`config.mk`:
```
export PLATFORM = sky130hd
export DESIGN_NAME = sine_pwm_sequencer
export DESIGN_NICKNAME = d
export VERILOG_FILES = /design/src/rtl/sine_pwm_sequencer_pkg.sv /design/src/rtl/sine_quarter_lut.sv /design/src/rtl/sine_pwm_sequencer.sv
export SDC_FILE = /design/constraint.sdc
export NUM_CORES = 1
export LEC_CHECK = 0
export ABC_AREA = 1
export BUFFER_PORTS_ARGS = -buffer_cell sky130_fd_sc_hd__buf_2
export CAP_MARGIN = 5
export CORE_ASPECT_RATIO = 1.1
export CORE_MARGIN = 2
export CORE_UTILIZATION = 45
export CTS_CLUSTER_DIAMETER = 40
export DETAILED_ROUTE_END_ITERATION = 6
export PLACE_DENSITY = 0.77
export SYNTH_ARGS = -nofsm -noshare
export SYNTH_HDL_FRONTEND = slang
export SYNTH_SLANG_ARGS = --single-unit
```
`constraint.sdc`:
```
create_clock -name clk -period 2.69 [get_ports clk]
set_input_delay 0.1345 -clock clk [delete_from_list [all_inputs] [get_ports clk]]
set_output_delay 0.1345 -clock clk [all_outputs]
set_load 0.005 [all_outputs]
```
`src/rtl/sine_pwm_sequencer_pkg.sv`:
```
// Shared definitions for the sine PWM sequencer: FSM encoding and LUT timing.
package sine_pwm_sequencer_pkg;

    typedef enum logic [1:0] {
        IDLE  = 2'd0,
        PRIME = 2'd1,
        RUN   = 2'd2
    } state_t;

    // Address register plus data register inside the sine LUT.
    localparam int LUT_LATENCY  = 2;
    // PRIME issues the fetch, waits out the LUT latency, then loads width.
    localparam int PRIME_CYCLES = LUT_LATENCY + 1;

endpackage

```
`src/rtl/sine_quarter_lut.sv`:
```
// Quarter-wave sine ROM expanded to a full wave by mirroring and negating.
// Output = round(PERIOD_MAX/2 * (1 + sin(2*pi*addr/2^LUT_AW))).
// Address and data are both registered, giving a 2-cycle read latency.
module sine_quarter_lut #(
    parameter int PERIOD_MAX = 1000,
    parameter int LUT_AW     = 8,
    localparam int DW        = $clog2(PERIOD_MAX + 1)
) (
    input  logic              clk,
    input  logic              addr_en,
    input  logic [LUT_AW-1:0] addr,
    output logic [DW-1:0]     data
);
    localparam int  IW   = LUT_AW - 2;
    localparam int  QN   = 2 ** IW;
    // Midscale; an odd PERIOD_MAX biases the waveform down by half a count.
    localparam int  HALF = PERIOD_MAX / 2;
    localparam real PI   = 3.14159265358979323846;

    logic [DW-1:0]     rom [QN];
    logic [LUT_AW-1:0] addr_reg;
    logic [DW-1:0]     data_reg;
    logic [1:0]        quad;
    logic [IW-1:0]     idx;
    logic [IW-1:0]     rom_idx;
    logic              peak;
    logic [DW-1:0]     amp;
    logic [DW-1:0]     data_next;

    // First quadrant amplitudes, evaluated at elaboration time.
    for (genvar gi = 0; gi < QN; gi++) begin : g_rom
        localparam int AMP = $rtoi(real'(HALF) * $sin(2.0 * PI * real'(gi) / real'(4 * QN)) + 0.5);
        assign rom[gi] = DW'(AMP);
    end

    // Quadrant decode: odd quadrants read the table backwards, upper half negates.
    // The mirrored index for offset 0 is the quarter-wave peak, which lies one past the table.
    always_comb begin
        quad      = addr_reg[LUT_AW-1 -: 2];
        idx       = addr_reg[IW-1:0];
        peak      = quad[0] && (idx == '0);
        rom_idx   = quad[0] ? -idx : idx;
        amp       = peak ? DW'(HALF) : rom[rom_idx];
        data_next = quad[1] ? (DW'(HALF) - amp) : (DW'(HALF) + amp);
    end

    // Registered address then registered data; address holds between fetches.
    always_ff @(posedge clk) begin
        if (addr_en) begin
            addr_reg <= addr;
        end
        data_reg <= data_next;
    end

    assign data = data_reg;

endmodule

```
`src/rtl/sine_pwm_sequencer.sv`:
```
// PWM sine sequencer: period counter, duty comparator, phase accumulator and
// a 1-deep config shadow. New widths only land on period boundaries.
module sine_pwm_sequencer
    import sine_pwm_sequencer_pkg::*;
#(
    parameter int PERIOD_MAX = 1000,
    parameter int PHASE_BITS = 16,
    parameter int LUT_AW     = 8
) (
    input  logic                  clk,
    input  logic                  rst,
    input  logic                  cfg_valid,
    output logic                  cfg_ready,
    input  logic                  cfg_enable,
    input  logic [PHASE_BITS-1:0] cfg_step,
    output logic [31:0]           width,
    output logic                  tick,
    output logic                  phase_wrap,
    output logic                  pwm_out,
    output logic                  busy
);
    localparam int CW  = $clog2(PERIOD_MAX);
    localparam int DW  = $clog2(PERIOD_MAX + 1);
    localparam int PCW = $clog2(PRIME_CYCLES);
    localparam logic [CW-1:0]  CNT_LAST    = CW'(PERIOD_MAX - 1);
    localparam logic [CW-1:0]  CNT_PENDING = CW'(LUT_LATENCY);
    localparam logic [PCW-1:0] PRIME_LAST  = PCW'(PRIME_CYCLES - 1);

    state_t                state_reg, state_next;
    logic [CW-1:0]         cnt_reg, cnt_next;
    logic [PCW-1:0]        prime_cnt_reg, prime_cnt_next;
    logic [PHASE_BITS-1:0] phase_reg, phase_next;
    logic [PHASE_BITS-1:0] step_reg, step_next;
    logic [DW-1:0]         width_reg, width_next;
    logic [DW-1:0]         width_pending_reg;
    logic                  pwm_out_reg;
    logic                  shadow_full_reg;
    logic                  shadow_enable_reg;
    logic [PHASE_BITS-1:0] shadow_step_reg;
    logic                  shadow_consume;
    logic                  cfg_xfer;
    logic                  last_cnt;
    logic                  tick_now;
    logic                  phase_carry;
    logic [PHASE_BITS-1:0] phase_sum;
    logic                  lut_addr_en;
    logic [LUT_AW-1:0]     lut_addr;
    logic [DW-1:0]         lut_data;

    assign cfg_xfer = cfg_valid && !shadow_full_reg;
    assign last_cnt = (cnt_reg == CNT_LAST);
    assign tick_now = (state_reg == RUN) && last_cnt;
    assign {phase_carry, phase_sum} = {1'b0, phase_reg} + {1'b0, step_reg};

    // PRIME fetches the current phase; RUN prefetches the phase the next tick will produce.
    assign lut_addr    = (state_reg == RUN) ? phase_sum[PHASE_BITS-1 -: LUT_AW]
                                            : phase_reg[PHASE_BITS-1 -: LUT_AW];
    assign lut_addr_en = ((state_reg == PRIME) && (prime_cnt_reg == '0)) ||
                         ((state_reg == RUN) && (cnt_reg == '0));

    sine_quarter_lut #(
        .PERIOD_MAX (PERIOD_MAX),
        .LUT_AW     (LUT_AW)
    ) u_lut (
        .clk     (clk),
        .addr_en (lut_addr_en),
        .addr    (lut_addr),
        .data    (lut_data)
    );

    // Next-state logic: IDLE consumes config at once, RUN only at the tick.
    always_comb begin
        state_next     = state_reg;
        cnt_next       = cnt_reg;
        prime_cnt_next = '0;
        phase_next     = phase_reg;
        step_next      = step_reg;
        width_next     = width_reg;
        shadow_consume = 1'b0;
        case (state_reg)
            IDLE: begin
                cnt_next   = '0;
                width_next = '0;
                if (shadow_full_reg) begin
                    shadow_consume = 1'b1;
                    if (shadow_enable_reg) begin
                        step_next  = shadow_step_reg;
                        phase_next = '0;
                        state_next = PRIME;
                    end
                end
            end
            PRIME: begin
                cnt_next       = '0;
                prime_cnt_next = prime_cnt_reg + 1'b1;
                if (prime_cnt_reg == PRIME_LAST) begin
                    prime_cnt_next = '0;
                    width_next     = lut_data;
                    state_next     = RUN;
                end
            end
            RUN: begin
                if (last_cnt) begin
                    cnt_next   = '0;
                    width_next = width_pending_reg;
                    // Phase uses the old step; a new step only affects the following tick.
                    phase_next = phase_sum;
                    if (shadow_full_reg) begin
                        shadow_consume = 1'b1;
                        step_next      = shadow_step_reg;
                        if (!shadow_enable_reg) begin
                            width_next = '0;
                            state_next = IDLE;
                        end
                    end
                end else begin
                    cnt_next = cnt_reg + 1'b1;
                end
            end
            default: begin
                state_next = IDLE;
            end
        endcase
    end

    // Datapath registers; pwm_out is computed from next-cycle values so it lines up with cnt.
    always_ff @(posedge clk) begin
        if (rst) begin
            state_reg     <= IDLE;
            cnt_reg       <= '0;
            prime_cnt_reg <= '0;
            phase_reg     <= '0;
            step_reg      <= '0;
            width_reg     <= '0;
            pwm_out_reg   <= 1'b0;
        end else begin
            state_reg     <= state_next;
            cnt_reg       <= cnt_next;
            prime_cnt_reg <= prime_cnt_next;
            phase_reg     <= phase_next;
            step_reg      <= step_next;
            width_reg     <= width_next;
            pwm_out_reg   <= (state_next == RUN) && (DW'(cnt_next) < width_next);
        end
    end

    // Latch the prefetched width once the LUT latency has elapsed in the period.
    always_ff @(posedge clk) begin
        if (rst) begin
            width_pending_reg <= '0;
        end else if ((state_reg == RUN) && (cnt_reg == CNT_PENDING)) begin
            width_pending_reg <= lut_data;
        end
    end

    // One-deep config shadow; a word arriving on a tick cycle waits for the next tick.
    always_ff @(posedge clk) begin
        if (rst) begin
            shadow_full_reg   <= 1'b0;
            shadow_enable_reg <= 1'b0;
            shadow_step_reg   <= '0;
        end else if (cfg_xfer) begin
            shadow_full_reg   <= 1'b1;
            shadow_enable_reg <= cfg_enable;
            shadow_step_reg   <= cfg_step;
        end else if (shadow_consume) begin
            shadow_full_reg   <= 1'b0;
        end
    end

    assign cfg_ready  = !shadow_full_reg;
    assign width      = {{(32 - DW){1'b0}}, width_reg};
    assign tick       = tick_now;
    assign phase_wrap = tick_now && phase_carry;
    assign pwm_out    = pwm_out_reg;
    assign busy       = (state_reg != IDLE);

endmodule
```
---- After elaboration in Yosys (flattened, before gate mapping) ----
Memory sizes are Yosys's and may differ from the RTL's.
Cells that the tools add are included.
Widths: inputs -> output; s select.
storage, ports and cells
  register bits ........................... 103
  latch bits .............................. 0
  RAM bits ................................ 0
  ROM bits ................................ 640
  input bits .............................. 20
  output and inout bits ................... 37
  logic and storage cells ................. 89
  memories ................................ 1
operators by class
  add/sub/neg operators ................... 6
  multipliers ............................. 0
  div/mod/pow operators ................... 0
  magnitude comparators ................... 2
  equal/unequal tests ..................... 10
  shift-type cells ........................ 0
  muxes and demuxes ....................... 34
  bitwise gates (word level) .............. 2
  reductions and logical operators ........ 21
memories
  memory            words  width  rd ports  clocked after Yosys merged registers in  write ports  RTL line                text
  (name not given)  64     10     1         0                                        0            sine_quarter_lut.sv:43  amp = peak ? DW'(HALF) : rom[rom_idx];
operator list
  operator               count
  $mux 16                7
  $mux 10                9
  $pmux 16 s2            2
  $pmux 10 s3            1
  $pmux 10 s2            1
  $add 16x16->17         1
  $mux 2                 6
  $add 10x1->10 const B  1
  $add 9x10->10 const A  1
  $eq 10x10->1 const B   1
  $eq 10x2->1 const B    1
  $logic_not 10->1       1
  $lt 10x10->1           1
  $sub 9x10->10 const A  1
  $logic_and 1x1->1      8
  $mux 8                 1
  $ne 2x2->1 const B     4
  $ge 7x7->1 const B     1
  $not 6->7              1
  $eq 2x2->1 const B     3
  $logic_not 6->1        1
  $mux 6                 1
  $neg 6->6              1
  $pmux 2 s3             1
  other kinds (13)       19

---- Logic depth before layout (Yosys ltp) ----
Gate-level depths: netlist of run 1.
  word-level depth ........................ 9
  mapped depth ............................ 23
  depth with buffers taken out ............ 23

---- Modules after synthesis ----
A second synthesis of run 1 with hierarchy kept.
unflattened totals
  cells, all modules ...................... 978
  area total of the unflattened synthesis .. 6886.6 µm²
by module, submodules not included
  module              times used  cells each  area each (µm²)  sequential area each (µm²)
  sine_pwm_sequencer  1           675         4869.7           1701.6
  sine_quarter_lut    1           303         2016.9           440.4

---- Worst setup path before layout of run 1 ----
OpenSTA, ideal clock, no wires.
  path type ............................... flip-flop to flip-flop
  start ................................... register u_lut.addr_reg[0]
  end ..................................... register u_lut.data_reg[8], in the netlist u_lut.data[8]
  library setup time ...................... 113 ps
  arrival time ............................ 2871 ps
  required time ........................... 2577 ps
  slack ................................... -294 ps
  stages on the path, launching flop included .. 21
  buffers on the path ..................... 0
  clock period less this slack ............ 2984 ps
  path through ............................ edfxtp_1 -> inv_2 -> ha_1 -> o21ai_2 -> inv_1 -> ha_1 -> inv_1 -> nand2_1 -> nand2_1 -> nand2_1 -> nor2_1 -> nor2_1 -> nor2_2 -> inv_1 -> ha_1 -> a21oi_1 -> nand3_1 -> o21ai_1 -> nand2_1 -> nand2_1 -> nand2_1
between the ends
  cells in the longest elaborated chain, start to end .. 9
  elaborated cells on any way between the ends .. 12
  those cells by class .................... 3 x add/sub; 5 x mux; 1 x bitwise; 2 x reduce/logical; 1 x memory
ends and longest elaborated chain
  what                                                   RTL line                text
  start: declaration                                     sine_quarter_lut.sv:21  logic [LUT_AW-1:0] addr_reg;
  start signal: assignment                               sine_quarter_lut.sv:50  addr_reg <= addr;
  $neg 6->6                                              sine_quarter_lut.sv:42  rom_idx = quad[0] ? -idx : idx;
  $mux 6                                                 sine_quarter_lut.sv:42
  $not 6->7 (implied by the code)                        sine_quarter_lut.sv:43
  $mem_v2 64x10                                          -
  $mux 10 (implied by the code) (2 in series)            sine_quarter_lut.sv:43
  $mux 10 *                                              sine_quarter_lut.sv:43
  $add 9x10->10 / $sub 9x10->10 (equally long branches)  sine_quarter_lut.sv:44  data_next = quad[1] ? (DW'(HALF) - amp) : (DW'(HALF) + amp);
  $mux 10 *                                              sine_quarter_lut.sv:44
  net u_lut.data_next[8]                                 sine_quarter_lut.sv:28  logic [DW-1:0] data_next;
  end signal: assignment                                 sine_quarter_lut.sv:52  data_reg <= data_next;
  end: declaration                                       sine_quarter_lut.sv:22  logic [DW-1:0] data_reg;
Mark *: on every way through the listed nets, which the timed path passes. The rest lies on a longest branch. The select of a mux whose other input is x is not followed.
A chain may end at the register's enable or synchronous reset.

---- Worst setup path in the final report of run 1 ----
  start ................................... register u_lut.addr_reg[1]
  end ..................................... register u_lut.data_reg[8], in the netlist u_lut.data[8]
The elaborated chain is that of the path after synthesis.

==> impl_metrics.py, run 1 <==
metrics = {
    "yosys": {
        "synth-async-reset-ratio_pct": 0,
        "synth-edff-count": 8,
        "ys_seq_area_share_pct": 33.7,
        "yosys_warnings": 0,
        "ys_types": 47,
        "ys_ff_latch": 103,
        "syn_inst": 918,
        "synth.avg_cell_area_um2": 6.92,
        "ys.flop_type": "dfxtp_1",
        "syn_area_um2": 6350,
    },
    "power": {
        "p_sw_uw": 983,
        "clkPwrFrac_pct": 39.7,
        "internal-power_mw": 2.60,
        "power.density_nw_per_um2": 473,
        "total_power_mw": 3.58,
        "switching_share_pct": 27.4,
        "vdd_drop_max_mv": 0.341,
        "leakage_nw": 3.45,
        "sequentialPowerShare_pct": 46.3,
        "comb_power_share_pct": 14.0,
    },
    "layout": {
        "fillers": 1297,
        "final_core_utilization_pct": 54.9,
        "antenna_cells": 0,
        "layout_commonest_cell": "nand2_1",
        "mostFrequentLayoutCells": "nand2_1, nor2_1, dfxtp_1, nand3_1, a21oi_1",
        "drive_gt1_share_pct": 18.7,
        "fin_nets": 1050,
        "syn2layout_area_growth_pct": 19.3,
    },
    "timing": {
        "rsz0062_at_grt": "true",
        "final.setup_skew_ns": 0.00844,
        "period_minus_slack_ns": 2.74,
        "setup_viol": 2,
        "hold_violations": 0,
        "worst_slack_ns": -0.0512,
        "relSlewSlack_pct": 66.3,
        "fmax_mhz": 365,
        "post-route-period-util_pct": 102,
        "tightestPinTransition_ns": 0.505,
        "tns_ns": -0.0669,
        "drv_slew": 0,
    },
    "run_status": {
        "outcome": "finished, violations left",
        "violations": "setup timing",
    },
    "die": {
        "io_pins": 57,
        "die_height_um": 129,
        "die-area_um2": 15100,
        "fp.coreArea_um2": 13800,
        "dieWidth_um": 117,
        "num_rows": 45,
        "initial_core_util_pct": 46.0,
    },
    "cts": {
        "clk_pin_slew_ns": 0.08,
        "clockBufferDepth": 2,
        "cts_buffers": 9,
        "cts_tree": "built",
        "cts.sinks": 103,
        "htreeDepth": 3,
        "clk_latency_ns": 0.36,
        "cts_root_buffer": "clkbuf_16",
    },
    "detailed_routing": {
        "drtPass1Iterations": 5,
        "routed_via_density": 5.17,
        "vias": 6080,
        "initialDrtViolationCount": 400,
        "wl_per_cell_um": 12.8,
        "route.detailed.drc": 0,
        "drt-total-wl_mm": 15.0,
        "ant_nets": 0,
    },
    "critical_path": {
        "required_ns": 2.94,
        "slowest_delay_ns": 0.41,
        "crit_path_start_kind": "register",
        "cp_common_cell": "nand2_2",
        "worstSetupPathType": "reg2reg",
        "crit_path_max_fanout": 5,
        "crit_family": "simple AND/OR/NAND/NOR gates",
        "critical_path.endpoint_type": "register",
        "cp.buffers_inverters": 3,
        "cp_slowest_cell": "edfxtp_1",
        "worstPathCellList": "inv_2 -> ha_4 -> o21ai_4 -> inv_4 -> ha_4 -> inv_2 -> nand2_2 -> nand2_2 -> nand2_2 -> nand2_2 -> nand3_2 -> nand2_2 -> nand3_4 -> ha_4 -> a21oi_4 -> nand3_2 -> o21ai_2 -> nand2_1 -> nand2_1 -> nand2_1",
        "critical_path_arrival_ns": 2.99,
    },
    "placed_design": {
        "portBuffers": 34,
        "place.gp.congestion": 0.954,
        "place_ws_ns": -0.0574,
        "hpwl_mm": 11.1,
    },
    "min_path": {
        "min_path_type": "in2reg",
    },
    "flow_run": {
        "max-cap-violations": 0,
    },
    "grt": {
        "grt_max_degree": 47,
        "grt_pass1_vias": 5507,
        "gr-total-overflow": 0,
        "antenna_found_initial": 0,
        "gr-usage-all-layers_pct": 20.0,
        "grt_first_pass_wirelength_mm": 24.6,
    },
}
## worst register-to-register path, cell delays in order (launching register included)
cell,delay [ns]
edfxtp_1,0.41
inv_2,0.13
ha_4,0.22
o21ai_4,0.21
inv_4,0.08
ha_4,0.17
inv_2,0.06
nand2_2,0.05
nand2_2,0.07
nand2_2,0.06
nand2_2,0.07
nand3_2,0.11
nand2_2,0.11
nand3_4,0.12
ha_4,0.20
a21oi_4,0.15
nand3_2,0.09
o21ai_2,0.16
nand2_1,0.07
nand2_1,0.05
nand2_1,0.04
## final timing paths
| kind | start | endpoint | slack, ns | depth (start not counted) |
|---|---|---|---|---|
| hold / removal | cfg_step[8] | shadow_step_reg[8] | 0.02 | 3 |
| hold reg to reg | prime_cnt_reg[0] | prime_cnt_reg[0] | 0.41 | 1 |
| setup reg to reg | u_lut.addr_reg[1] | u_lut.data[8] | -0.05 | 20 |
| setup / recovery | u_lut.addr_reg[1] | u_lut.data[8] | -0.05 | 20 |
## cell families after synthesis
logic type	synth area share, %
AND/OR/NAND/NOR	30.6
AO/OA/AOI/OAI	15.1
buffers and inverters	10.2
flip-flops	33.7
adder cells (fa/ha/maj)	9.18
XOR/XNOR	1.10
other	0.0591
## layout make-up
cell class,instances,area [µm²],area share [%]
multi-input combinational,698,3950,52.2
tap,188,235,3.11
clock buffer,10,250,3.30
timing repair buffer,86,576,7.60
inverter,86,335,4.43
clock inverter,6,81.3,1.07
sequential,103,2140,28.3
## repair_timing
item                       CTS  global route
buffers inserted             1             5
pin swaps                    2            18
setup endpoints to repair    3             8
gates cloned                 0             0
hold buffers                 0             0
resized for setup            5            55
## power by group through the flow
stage / Clock [mW] / Combinational [mW] / Sequential, mW
floorplan: 0 / 0.359 / 1.67
detailed placement: 0 / 0.457 / 1.69
finish: 1.42 / 0.502 / 1.66
global placement: 0 / 0.452 / 1.69
CTS: 1.45 / 0.462 / 1.65
global route: 1.51 / 0.571 / 1.67
## stage by stage
stage | std cells | cell area (µm²) | hold slack (ns)
after global placement | 1155 | 6900 | 0.383
after floorplan | 939 | 6470 | 0.301
after CTS | 1172 | 7270 | 0.0134
after detailed placement | 1155 | 6900 | 0.389
final | 1177 | 7570 | 0.0218
after global routing | 1177 | 7570 | 0.0306
## cells in the mapped netlist, types with 7 or more instances
| master | count | share of area, % |
|---|---|---|
| a21oi_1 | 80 | 6.3 |
| o21ai_0 | 61 | 4.8 |
| buf_4 | 23 | 2.7 |
| nand4_1 | 7 | 0.69 |
| inv_1 | 78 | 4.6 |
| edfxtp_1 | 8 | 3.8 |
| nor2_1 | 113 | 6.7 |
| nand3_1 | 81 | 6.4 |
| clkbuf_1 | 18 | 1.1 |
| dfxtp_1 | 95 | 30 |
| ha_1 | 45 | 8.9 |
| a221oi_1 | 9 | 1.2 |
| nand2_1 | 210 | 12 |
## layer usage
layer | track usage, % | wire, µm | vias to the layer above
li1 | - | - | 3128
met1 | 24.6 | 6530 | 2765
met2 | 35.2 | 7470 | 159
met3 | 3.72 | 724 | 28
met4 | 5.61 | 316 | 0
met5 | 0 | 0 | -
(Power assumes the default switching activity.)
==> run 2, diff against run 1 <==
- PLACE_DENSITY: 0.77 -> 0.69
- SYNTH_HIERARCHICAL: default -> 1
==> run 2 against run 1 <==
The flow now finishes without violations. Non-clock buffer count rose by 27. Register-to-register slack better by 0.10 ns. Highest routed layer unchanged. Global-route usage increased by 0.53 points. Fmax up 4.0%. Critical endpoint is now u_lut/data[8]. Total power shrank 4.5%. Largest cell class unchanged.
==> impl_metrics.py, run 2 <==
metrics = {
    "yosys": {
        "ys_seq_area_share_pct": 31.1,
        "syn_inst": 978,
        "synth.avg_cell_area_um2": 7.04,
        "ys_types": 53,
        "yosys_warnings": 6,
        "synth.most_common_cell": "nand2_1",
        "synth-edff-count": 8,
        "ys_ff_latch": 103,
        "synthTopCellsByArea": "dfxtp_1, nand2_1, ha_1",
        "ys.flop_type": "dfxtp_1",
        "yosys.area.top_type": "dfxtp_1",
        "yosys-top-cells-count": "nand2_1, nor2_1, inv_1",
        "syn_area_um2": 6890,
        "yosysTopAreaCellShare_pct": 27.6,
        "synth-async-reset-ratio_pct": 0,
    },
    "timing": {
        "rsz0062_at_grt": "true",
        "setup_viol": 0,
        "tns_ns": 0,
        "relSlewSlack_pct": 49.3,
        "final.setup_skew_ns": 0.0100,
        "hold_violations": 0,
        "worst_slack_ns": 0.0534,
        "holdWs_ns": 0.278,
        "fmax_mhz": 379,
        "period_minus_slack_ns": 2.64,
        "drv_slew": 0,
        "post-route-period-util_pct": 98.0,
        "tightestPinTransition_ns": 0.757,
    },
    "layout": {
        "fin_nets": 1142,
        "mostFrequentLayoutCells": "nand2_1, nor2_1, dfxtp_1, inv_1, nand3_1",
        "syn2layout_area_growth_pct": 20.4,
        "layout_commonest_cell": "nand2_1",
        "antenna_cells": 0,
        "drive_gt1_share_pct": 22.4,
    },
    "critical_path": {
        "crit_path_end": "u_lut/data[8]",
        "worstSetupPathType": "reg2reg",
        "crit_path_max_fanout": 4,
        "critical_path.endpoint_type": "register",
        "startpoint": "u_lut/addr_reg[1]",
        "ff2ff_path_depth": 17,
        "required_ns": 2.94,
        "r2r_slack_ns": 0.05,
        "crit_path_start_kind": "register",
        "r2r-end": "u_lut/data[8]",
        "critical_path_arrival_ns": 2.89,
        "reg2reg_from": "u_lut/addr_reg[1]",
    },
    "cts": {
        "htreeDepth": 3,
        "clk_latency_ns": 0.36,
        "clockBufferDepth": 2,
        "cts.sinks": 103,
        "cts_buffers": 9,
        "cts_root_buffer": "clkbuf_16",
        "clk_pin_slew_ns": 0.07,
        "cts_tree": "built",
    },
    "power": {
        "p_sw_uw": 963,
        "switching_share_pct": 28.1,
        "leakage_nw": 3.81,
        "power.density_nw_per_um2": 413,
        "sequentialPowerShare_pct": 47.9,
        "comb_power_share_pct": 14.5,
        "internal-power_mw": 2.46,
        "clkPwrFrac_pct": 37.5,
        "vdd_drop_max_mv": 0.416,
    },
    "detailed_routing": {
        "routed_via_density": 5.07,
        "ant_nets": 0,
        "drtPass1Iterations": 4,
        "route.detailed.drc": 0,
        "vias": 6479,
        "drt-total-wl_mm": 16.4,
        "initialDrtViolationCount": 337,
        "wl_per_cell_um": 12.8,
    },
    "placed_design": {
        "place_ws_ns": -0.0301,
        "place.gp.congestion": 0.956,
        "hpwl_mm": 11.7,
        "portBuffers": 34,
    },
    "die": {
        "initial_core_util_pct": 45.9,
        "io_pins": 57,
        "fp.coreArea_um2": 15000,
        "die-area_um2": 16300,
        "dieWidth_um": 122,
        "die_height_um": 134,
        "num_rows": 47,
    },
    "grt": {
        "gr-usage-all-layers_pct": 20.5,
        "gr-total-overflow": 0,
        "grt_max_degree": 39,
        "antenna_found_initial": 0,
        "grt_first_pass_wirelength_mm": 27.3,
        "grt_pass1_vias": 6063,
    },
    "min_path": {
        "min_path_type": "in2reg",
    },
    "flow_run": {
        "max-cap-violations": 0,
    },
    "run_status": {
        "outcome": "completed",
    },
}
-- run 2: kinds of logic after synthesis --
| logic type | after synthesis | share of synthesized area, % |
|---|---|---|
| fa+ha+maj | 46 | 8.47 |
| other cells | 1 | 0.0545 |
| xor+xnor | 10 | 1.27 |
| simple gates | 489 | 33.3 |
| buf+inv | 165 | 11.5 |
| flops | 103 | 31.1 |
| compound gates | 164 | 14.3 |
-- run 2: final cells by class --
cell class	count	area [µm²]
clock buffers	10	229
clock inverters	6	62.6
fillers	1411	6700
inverters	117	453
multi-input cells	732	4340
flip-flops and latches	103	2140
well taps	196	245
repair buffers	113	825
-- run 2: worst max-delay path, stage by stage, from the launching register on --
cell and delay, ns:
edfxtp_1 0.40, inv_2 0.13, ha_4 0.23, o21ai_4 0.25, ha_4 0.20, nand3b_1 0.11
nand3_1 0.11, nand3_1 0.10, a21oi_2 0.06, nor2_2 0.15, inv_2 0.07, ha_4 0.17
a21oi_4 0.15, nand3b_4 0.10, o21ai_4 0.15, nand2_1 0.07, nand2_1 0.05, nand2_1 0.05
-- run 2: what timing repair did --
action / 4_1_cts / 5_1_grt
gates resized for setup: 9 / 48
gates cloned: 0 / 1
buffers inserted: 1 / 20
endpoints found under the hold margin: 17 / 0
hold buffers: 17 / 0
pin swaps: 5 / 32
endpoints found under the setup margin: 2 / 7
-- run 2: how the worst min path moves through the flow --
stage                start            endpoint  slack [ns]  depth (start not counted)
2_1_floorplan  cfg_step[0]  shadow_step_reg[0]        0.27                          2
3_3_place_gp   cfg_step[9]  shadow_step_reg[9]        0.36                          3
3_5_place_dp   cfg_step[9]  shadow_step_reg[9]        0.36                          3
4_1_cts                rst       phase_reg[13]        0.27                          4
5_1_grt                rst       phase_reg[13]        0.29                          4
6_report               rst       phase_reg[13]        0.28                          4
-- run 2: power by group through the flow --
| stage | Combinational, mW | Sequential, mW | Clock (mW) |
|---|---|---|---|
| 3_3_place_gp | 0.416 | 1.68 | 0 |
| 6_report | 0.498 | 1.64 | 1.28 |
| 5_1_grt | 0.563 | 1.65 | 1.38 |
| 4_1_cts | 0.445 | 1.64 | 1.32 |
| 3_5_place_dp | 0.419 | 1.68 | 0 |
| 2_1_floorplan | 0.343 | 1.67 | 0 |
-- run 2: per-stage QoR --
| stage | total power [mW] | cells | util [%] | instance area (µm²) |
|---|---|---|---|---|
| 6_report | 3.42 | 1277 | 55.3 | 8290 |
| 5_1_grt | 3.59 | 1277 | 55.3 | 8290 |
| 4_1_cts | 3.41 | 1256 | 52.7 | 7910 |
| 3_5_place_dp | 2.10 | 1222 | 49.3 | 7390 |
| 3_3_place_gp | 2.09 | 1222 | 49.3 | 7390 |
| 2_1_floorplan | 2.01 | 999 | - | 7020 |
-- run 2: metal layers --
layer,track usage [%],routed length [µm],vias to the layer above
met4,6.64,327,0
met2,35.7,8110,143
li1,-,-,3356
met5,0,0,-
met3,4.28,658,30
met1,25.0,7300,2950
==> run 3, diff against run 2 <==
--- a/config.mk
+++ b/config.mk
@@ -15,4 +15,5 @@
 export DETAILED_ROUTE_END_ITERATION = 6
 export PLACE_DENSITY = 0.69
+export SLEW_MARGIN = 20
 export SYNTH_ARGS = -nofsm -noshare
 export SYNTH_HDL_FRONTEND = slang
==> constraint.sdc (replaced) <==
create_clock -name clk -period 2.69 [get_ports clk]
set_input_delay 0.1345 -clock clk [delete_from_list [all_inputs] [get_ports clk]]
set_output_delay 0.1345 -clock clk [all_outputs]
set_load 0.02 [all_outputs]
==> run 3 against run 2 <==
Die area did not move. Clock skew barely moved. Via count barely moved. Worst setup slack barely moved. Fmax barely moved. Flip-flop and latch count did not move. Combinational power rose by 4.4%. Wire length rose by 0.11%. Worst hold slack barely moved. Global-route usage did not move. Total power rose by 0.69%. Clock power barely moved. Critical endpoint unchanged. Largest cell class unchanged.
==> impl_metrics.py, run 3 (synthesized netlist as in run 2, its figures left out) <==
metrics = {
    "grt": {
        "met3_usage_pct": 4.28,
        "grt_max_degree": 39,
        "grt_first_pass_wirelength_mm": 27.3,
        "antenna_found_initial": 0,
        "gr-usage-all-layers_pct": 20.5,
        "gr-total-overflow": 0,
        "met2_usage_pct": 35.7,
        "met1_usage_pct": 25.0,
        "top_usage_layer": "met2",
        "grt_pass1_vias": 6063,
    },
    "flow_run": {
        "max-cap-violations": 0,
    },
    "die": {
        "dieWidth_um": 122,
        "die-area_um2": 16300,
        "die_height_um": 134,
        "fp.coreArea_um2": 15000,
        "initial_core_util_pct": 45.9,
        "num_rows": 47,
        "io_pins": 57,
    },
    "critical_path": {
        "slowest_delay_ns": 0.40,
        "required_ns": 2.94,
        "crit_path_max_fanout": 4,
        "worstSetupPathType": "reg2reg",
        "cp.buffers_inverters": 2,
        "cp_slowest_cell": "edfxtp_1",
        "critical_path_arrival_ns": 2.89,
        "worstPathCellList": "inv_2 -> ha_4 -> o21ai_4 -> ha_4 -> nand3b_1 -> nand3_1 -> nand3_1 -> a21oi_2 -> nor2_2 -> inv_2 -> ha_4 -> a21oi_4 -> nand3b_4 -> o21ai_4 -> nand2_1 -> nand2_1 -> nand2_1",
        "critical_path.endpoint_type": "register",
        "crit_path_start_kind": "register",
        "crit_family": "simple AND/OR/NAND/NOR gates",
    },
    "placed_design": {
        "place.gp.congestion": 0.956,
        "hpwl_mm": 11.7,
        "portBuffers": 34,
        "dp.cells": 1222,
        "place_ws_ns": -0.0301,
    },
    "timing": {
        "worst_slack_ns": 0.0535,
        "tightestPinTransition_ns": 0.757,
        "setup_viol": 0,
        "relSlewSlack_pct": 49.3,
        "hold_violations": 0,
        "rsz0062_at_grt": "true",
        "post-route-period-util_pct": 98.0,
        "period_minus_slack_ns": 2.64,
        "fmax_mhz": 379,
        "holdWs_ns": 0.278,
        "final.setup_skew_ns": 0.0105,
        "drv_slew": 0,
    },
    "cts": {
        "clk_latency_ns": 0.36,
        "clockBufferDepth": 2,
        "clk_pin_slew_ns": 0.07,
        "htreeDepth": 3,
        "cts_root_buffer": "clkbuf_16",
        "cts.sinks": 103,
        "cts_tree": "built",
        "cts_buffers": 9,
    },
    "power": {
        "leakage_nw": 3.81,
        "vdd_drop_max_mv": 0.416,
        "total_power_mw": 3.45,
        "power.density_nw_per_um2": 415,
    },
    "layout": {
        "mostFrequentLayoutCells": "nand2_1, nor2_1, dfxtp_1, inv_1, nand3_1",
        "antenna_cells": 0,
        "syn2layout_area_growth_pct": 20.5,
        "final_core_utilization_pct": 55.3,
        "drive_gt1_share_pct": 22.5,
        "layout_commonest_cell": "nand2_1",
        "layout.cells.non_filler": 1277,
        "fin_nets": 1142,
    },
    "detailed_routing": {
        "drtPass1Iterations": 4,
        "drt-total-wl_mm": 16.4,
        "wl_per_cell_um": 12.9,
        "ant_nets": 0,
        "initialDrtViolationCount": 335,
        "vias": 6476,
        "route.detailed.drc": 0,
        "routed_via_density": 5.07,
    },
    "run_status": {
        "outcome": "completed",
    },
    "min_path": {
        "min_path_type": "in2reg",
    },
}
## run 3: cell count changes in the layout (fill, tap and decap cells not counted)
cell and delta:
fa_2 +1, fa_1 -1
## run 3: report_power, final
part	switching, mW	internal [mW]
registers	0.0348	1.61
logic	0.319	0.201
clock network	0.633	0.653
## run 3: worst reg2reg max path: stages (launching register included)
cell	delay [ns]
edfxtp_1	0.40
inv_2	0.13
ha_4	0.23
o21ai_4	0.25
ha_4	0.20
nand3b_1	0.11
nand3_1	0.11
nand3_1	0.10
a21oi_2	0.06
nor2_2	0.15
inv_2	0.07
ha_4	0.17
a21oi_4	0.15
nand3b_4	0.10
o21ai_4	0.15
nand2_1	0.07
nand2_1	0.05
nand2_1	0.05
## run 3: routing by layer
layer	part of all wire [%]	wire (µm)
met4	2.0	327
met2	49	8110
met3	4.0	656
met5	0	0
met1	45	7320
## run 3: final timing paths
kind	start	endpoint	depth (start not counted)	slack, ns
worst max-delay path	u_lut/addr_reg[1]	u_lut/data[8]	17	0.05
worst min-delay path	rst	phase_reg[13]	4	0.28
worst max register to register	u_lut/addr_reg[1]	u_lut/data[8]	17	0.05
worst min register to register	prime_cnt_reg[0]	prime_cnt_reg[0]	1	0.42
## run 3: stage by stage
| step | cell area (µm²) | setup TNS (ns) |
|---|---|---|
| after floorplan | 7020 | 0 |
| after global placement | 7390 | 0 |
| after detailed placement | 7390 | -0.0301 |
| after CTS | 7910 | 0 |
| after global routing | 8300 | -0.156 |
| final | 8300 | 0 |
## run 3: area by class of cell
class | count | area [µm²]
clock buffer | 10 | 229
clock inverter | 6 | 62.6
fill | 1411 | 6700
inverter | 117 | 453
multi-input combinational | 732 | 4340
sequential | 103 | 2140
tap | 196 | 245
timing repair buffer | 113 | 825
## run 3: timing repair
item,in CTS,in global routing
gates cloned,0,1
setup buffers,1,20
resized for setup,9,49
hold buffers,17,0
hold endpoints to repair,17,0
endpoints found under the setup margin,2,8
pin swaps,5,32
